$ cat config.mk
export PLATFORM = sky130hd
export DESIGN_NAME = mems_dac_spi_master
export DESIGN_NICKNAME = d
export VERILOG_FILES = /design/src/rtl/mems_dac_spi_master.sv
export SDC_FILE = /design/constraint.sdc
export NUM_CORES = 1
export LEC_CHECK = 0
export CAP_MARGIN = 20
export CELL_PAD_IN_SITES_DETAIL_PLACEMENT = 1
export CELL_PAD_IN_SITES_GLOBAL_PLACEMENT = 2
export CORE_AREA = 4 4 91 93
export DETAILED_ROUTE_END_ITERATION = 8
export DIE_AREA = 0 0 95 97
export PLACE_DENSITY = 0.86
export SLEW_MARGIN = 40
export SYNTH_ARGS = -nofsm -noshare
export SYNTH_HDL_FRONTEND = slang
export SYNTH_SLANG_ARGS = --single-unit
$ cat constraint.sdc
create_clock -name clk -period 2.8 [get_ports clk]
set_input_delay 0.56 -clock clk [delete_from_list [all_inputs] [get_ports clk]]
set_output_delay 0.56 -clock clk [all_outputs]
set_load 0.02 [all_outputs]
$ cat src/rtl/mems_dac_spi_master.sv
// SPI master framing one DATA_WIDTH-bit DAC command per start (MSB first, sampled on falling sclk).
// Optional frame counter output under `define MEMS_DAC_SPI_FRAME_CNT_EN.
module mems_dac_spi_master #(
  parameter int CLK_DIV    = 2,
  parameter int DATA_WIDTH = 24,
  parameter int SYNC_GAP   = 4
) (
  input  logic                  clk,
  input  logic                  rst,
  input  logic                  start,
  input  logic [DATA_WIDTH-1:0] data_in,
  output logic                  busy,
  output logic                  done,
  output logic                  sclk,
  output logic                  mosi,
  output logic                  sync_n
`ifdef MEMS_DAC_SPI_FRAME_CNT_EN
  ,
  output logic [15:0]           frame_count
`endif
);

  typedef enum logic [2:0] {IDLE, SETUP, SHIFT, HOLD, GAP} state_t;

  localparam logic [7:0] DIV_RLD = 8'(CLK_DIV - 1);
  localparam logic [7:0] GAP_RLD = 8'(SYNC_GAP - 1);
  localparam logic [4:0] BIT_TOP = 5'(DATA_WIDTH - 1);

  state_t                state, state_nxt;
  logic [7:0]            cnt, cnt_nxt;
  logic [4:0]            bit_cnt, bit_nxt;
  logic [DATA_WIDTH-1:0] shreg, shreg_nxt;
  logic                  busy_nxt, done_nxt, sclk_nxt, mosi_nxt, sync_n_nxt;

  always_ff @(posedge clk or negedge rst) begin
    if (!rst) begin
      state   <= IDLE;
      cnt     <= '0;
      bit_cnt <= '0;
      shreg   <= '0;
      busy    <= 1'b0;
      done    <= 1'b0;
      sclk    <= 1'b1;
      mosi    <= 1'b0;
      sync_n  <= 1'b1;
    end else begin
      state   <= state_nxt;
      cnt     <= cnt_nxt;
      bit_cnt <= bit_nxt;
      shreg   <= shreg_nxt;
      busy    <= busy_nxt;
      done    <= done_nxt;
      sclk    <= sclk_nxt;
      mosi    <= mosi_nxt;
      sync_n  <= sync_n_nxt;
    end
  end

  // Every output is computed one cycle ahead and registered, so start/data_in never reach a pin combinationally.
  always_comb begin
    state_nxt  = state;
    cnt_nxt    = cnt;
    bit_nxt    = bit_cnt;
    shreg_nxt  = shreg;
    busy_nxt   = busy;
    done_nxt   = 1'b0;
    sclk_nxt   = sclk;
    mosi_nxt   = mosi;
    sync_n_nxt = sync_n;
    case (state)
      IDLE: begin
        if (start) begin
          state_nxt  = SETUP;
          cnt_nxt    = DIV_RLD;
          bit_nxt    = BIT_TOP;
          shreg_nxt  = data_in;
          busy_nxt   = 1'b1;
          sync_n_nxt = 1'b0;
          sclk_nxt   = 1'b1;
          mosi_nxt   = data_in[DATA_WIDTH-1];
        end
      end
      SETUP: begin
        if (cnt == 8'd0) begin
          state_nxt = SHIFT;
          cnt_nxt   = DIV_RLD;
          sclk_nxt  = 1'b0;
        end else begin
          cnt_nxt = cnt - 8'd1;
        end
      end
      SHIFT: begin
        if (cnt != 8'd0) begin
          cnt_nxt = cnt - 8'd1;
        end else begin
          cnt_nxt = DIV_RLD;
          if (!sclk) begin
            // Rising edge: present the next bit so it settles a full high half before the DAC samples it.
            sclk_nxt = 1'b1;
            if (bit_cnt != 5'd0) begin
              shreg_nxt = {shreg[DATA_WIDTH-2:0], shreg[DATA_WIDTH-1]};
              mosi_nxt  = shreg[DATA_WIDTH-2];
            end
          end else if (bit_cnt == 5'd0) begin
            state_nxt = HOLD;
          end else begin
            bit_nxt  = bit_cnt - 5'd1;
            sclk_nxt = 1'b0;
          end
        end
      end
      HOLD: begin
        if (cnt == 8'd0) begin
          state_nxt  = GAP;
          cnt_nxt    = GAP_RLD;
          sync_n_nxt = 1'b1;
          mosi_nxt   = 1'b0;
        end else begin
          cnt_nxt = cnt - 8'd1;
        end
      end
      GAP: begin
        if (cnt == 8'd0) begin
          state_nxt = IDLE;
          busy_nxt  = 1'b0;
          done_nxt  = 1'b1;
        end else begin
          cnt_nxt = cnt - 8'd1;
        end
      end
      default: begin
        state_nxt  = IDLE;
        cnt_nxt    = '0;
        busy_nxt   = 1'b0;
        sclk_nxt   = 1'b1;
        mosi_nxt   = 1'b0;
        sync_n_nxt = 1'b1;
      end
    endcase
  end

`ifdef MEMS_DAC_SPI_FRAME_CNT_EN
  // Counts only frames that reach done; a reset abort never produces done_nxt.
  always_ff @(posedge clk or negedge rst) begin
    if (!rst) frame_count <= '0;
    else if (done_nxt) frame_count <= frame_count + 16'd1;
  end
`endif

endmodule

==> results.sh <==
export IMPL_outcome="completed"
export IMPL_post_synth_fa_ha_maj_area_fraction_pct=2.02
export IMPL_met1_usage_pct=21.1
export IMPL_reg2reg_depth=5
export IMPL_drtIter0Drc=108
export IMPL_synthFlopType="dfrtp_1"
export IMPL_layout_commonest_cell="dfrtp_1"
export IMPL_drcViolationCount=0
export IMPL_vias=2094
export IMPL_netlist_area_um2=2470
export IMPL_post_cts_setup_buffers=0
export IMPL_r2r_end="bit_cnt[3]"
export IMPL_ys_types=49
export IMPL_fin_util_pct=39.7
export IMPL_dp_hpwl_mm=4.47
export IMPL_crit_chain="or4_4 > o41a_1 > nor3_4 > a21oi_1 > a31o_1"
export IMPL_async_flop_share_pct=100
export IMPL_yosys_area_share_simple_pct=18.6
export IMPL_post_route_period_util_pct=81.4
export IMPL_crit_required_ns=2.99
export IMPL_areaGrowthSynthToFinish_pct=20.7
export IMPL_clk_path_buf_depth=2
export IMPL_worst_path_largest_cell_delay_ns=0.59
export IMPL_die_y_um=97
export IMPL_hold_class="primary input to asynchronous set/reset pin"
export IMPL_timing_rr_start="cnt[2]"
export IMPL_synth_warning_count=0
export IMPL_tightestPinTransition_ns=0.598
export IMPL_synth_compound_area_share_pct=19.1
export IMPL_root_buffer="clkbuf_8"
export IMPL_crit_fanout=10
export IMPL_track_usage_pct=14.9
export IMPL_first_global_vias=2170
export IMPL_dr_pass1_iters=4
export IMPL_yosysTopAreaCellShare_pct=43.5
export IMPL_critPathArrivalTime_ns=2.47
export IMPL_yosys_area_top_type="dfrtp_1"
export IMPL_final_hold_viol_count=0
export IMPL_regToRegSetupSlack_ns=0.52
export IMPL_start_kind="flip-flop"
export IMPL_synth_edf_count=0
export IMPL_antenna_left=0
export IMPL_setup_viol_count_final=0
export IMPL_leakagePower_nw=1.23
export IMPL_postPlaceCellArea_um2=2900
export IMPL_slowest_stage="or4_4"
export IMPL_place_gp_congestion=0.786
export IMPL_drive_above_1_share_pct=9.27
export IMPL_dieWidth_um=95
export IMPL_synth_top_family_by_area="compound AO/OA/AOI/OAI gates"
export IMPL_timing_slew_headroom_pct=59.5
export IMPL_core_area_um2=7530
export IMPL_grt_max_degree=48
export IMPL_finalSetupTns_ns=0
export IMPL_clk_latency_ns=0.30
export IMPL_synth_area_top_cells="dfrtp_1, mux2i_1, o21ai_0"
export IMPL_n_antenna_cell=0
export IMPL_final_cell_area_um2=2990
export IMPL_nets=332
export IMPL_final_cell_mix="dfrtp_1, o21ai_0, nand2_1"
export IMPL_dieArea_um2=9220
export IMPL_synth_avg_cell_area_um2=9.13
export IMPL_syn_inst=271
export IMPL_grt_first_pass_wirelength_mm=11.1
export IMPL_seq_area_frac_synth_pct=45.6
export IMPL_skew_ns=0.0102
export IMPL_synthMuxAreaShare_pct=9.31
export IMPL_wl_per_cell_um=15.5
export IMPL_htree_levels=2
export IMPL_cts_tree="done"
export IMPL_endpoint_kind="flip-flop"
export IMPL_cts_repair_resized=0
export IMPL_ioPinCount=32
export IMPL_path_clk_slew_ns=0.10
export IMPL_grt_overflow=0
export IMPL_drv_cap=0
export IMPL_post_route_min_period_ns=2.28
export IMPL_placementRows=32
export IMPL_ir_drop_uv=300
export IMPL_drv_slew=0
export IMPL_top_usage_layer="met2"
export IMPL_clock_fmax_ghz=0.439
export IMPL_port_buffer_count=31
export IMPL_grt_met2_usage_pct=23.0
export IMPL_critPathKind="flip-flop to flip-flop"
export IMPL_routed_wl_mm=6.25
export IMPL_numClockSinks=45
export IMPL_cts_buffers_inserted=5
export IMPL_synth_nets=302
export IMPL_antenna_found_initial=0
export IMPL_initial_utilization_pct=32.9
export IMPL_pwr_density_cell_nw_per_um2=874
export IMPL_met3_usage_pct=3.11
export IMPL_ys_seq_elements=45
export IMPL_rsz0062_at_grt="false"
export IMPL_via_per_inst=5.18
export IMPL_yosys_area_share_xor_xnor_pct=1.06
export IMPL_hold_buffers=0
-- state kept, by name, indices dropped and copies added, names as in the netlist --
name	count
sync_n	1
busy	1
sclk	1
done	1
bit_cnt	5
shreg	24
state	3
cnt	8
mosi	1
-- Yosys cell counts (2+ instances only) --
cell / number
dfstp_2: 2
nand3_1: 2
xor2_1: 2
a31oi_1: 8
nor2b_1: 3
a21oi_1: 12
nand2b_1: 3
nor4b_1: 2
a21o_1: 4
a311oi_1: 2
dfrtp_1: 43
clkbuf_1: 11
a22oi_1: 2
ha_1: 4
o22ai_1: 2
o21ai_0: 37
nor3_1: 8
buf_2: 4
nor4_1: 2
nor2_1: 22
mux2i_1: 23
inv_1: 8
nand2_1: 36
o211ai_1: 3
nand4_1: 2
-- worst max-delay path by stage --
stage	from	to	depth (start not counted)
floorplan	cnt[2]	bit_cnt[2]	6
global placement	cnt[2]	bit_cnt[2]	5
detailed placement	cnt[2]	bit_cnt[3]	5
CTS	cnt[2]	bit_cnt[3]	5
global route	bit_cnt[0]	shreg[8]	7
finish	cnt[2]	bit_cnt[3]	5
-- cells by family (layout without fill, tap and decap cells) --
kind of cell             Yosys count  in the layout
buffers and inverters             25             56
AO/OA/AOI/OAI                     79             79
flip-flops                        45             45
XOR/XNOR                           3              3
AND/OR/NAND/NOR                   92             92
adder cells (fa/ha/maj)            4              4
multiplexers                      23             23
-- layer usage --
layer | part of all wire [%] | vias up | wire (um)
li1 | - | 1032 | -
met1 | 47 | 1025 | 2960
met2 | 48 | 31 | 2980
met3 | 3.9 | 6 | 246
met4 | 1.0 | 0 | 65
met5 | 0 | - | 0
-- final cells by class --
class / count / area (um^2)
multi-input combinational: 201 / 1240
clock inverter: 1 / 7.51
fill: 921 / 4540
sequential: 45 / 1130
inverter: 8 / 30.0
clock buffer: 7 / 76.3
tap: 102 / 128
timing repair buffer: 40 / 373
-- critical path: cells and delay by family, from the launching register on --
family           cells  cell delay (ns)
AND/OR/NAND/NOR      2             0.95
flip-flops           1             0.47
AO/OA/AOI/OAI        3             0.74
-- power by group --
| part | internal (mW) | switching [mW] | leakage (nW) |
|---|---|---|---|
| logic | 0.444 | 0.575 | 0.642 |
| registers | 0.924 | 0.251 | 0.546 |
| clock network | 0.177 | 0.240 | 0.0385 |
-- metrics by stage --
step | cells | hold slack [ns] | setup WS, ns | power (mW)
CTS | 404 | 0.134 | 0.512 | 2.64
floorplan | 271 | 0.264 | 0.656 | 1.87
global placement | 396 | 0.459 | 0.585 | 2.16
detailed placement | 396 | 0.468 | 0.529 | 2.22
global route | 404 | 0.141 | 0.365 | 2.87
finish | 404 | 0.120 | 0.520 | 2.61
Power figures use the tool's default switching activity.
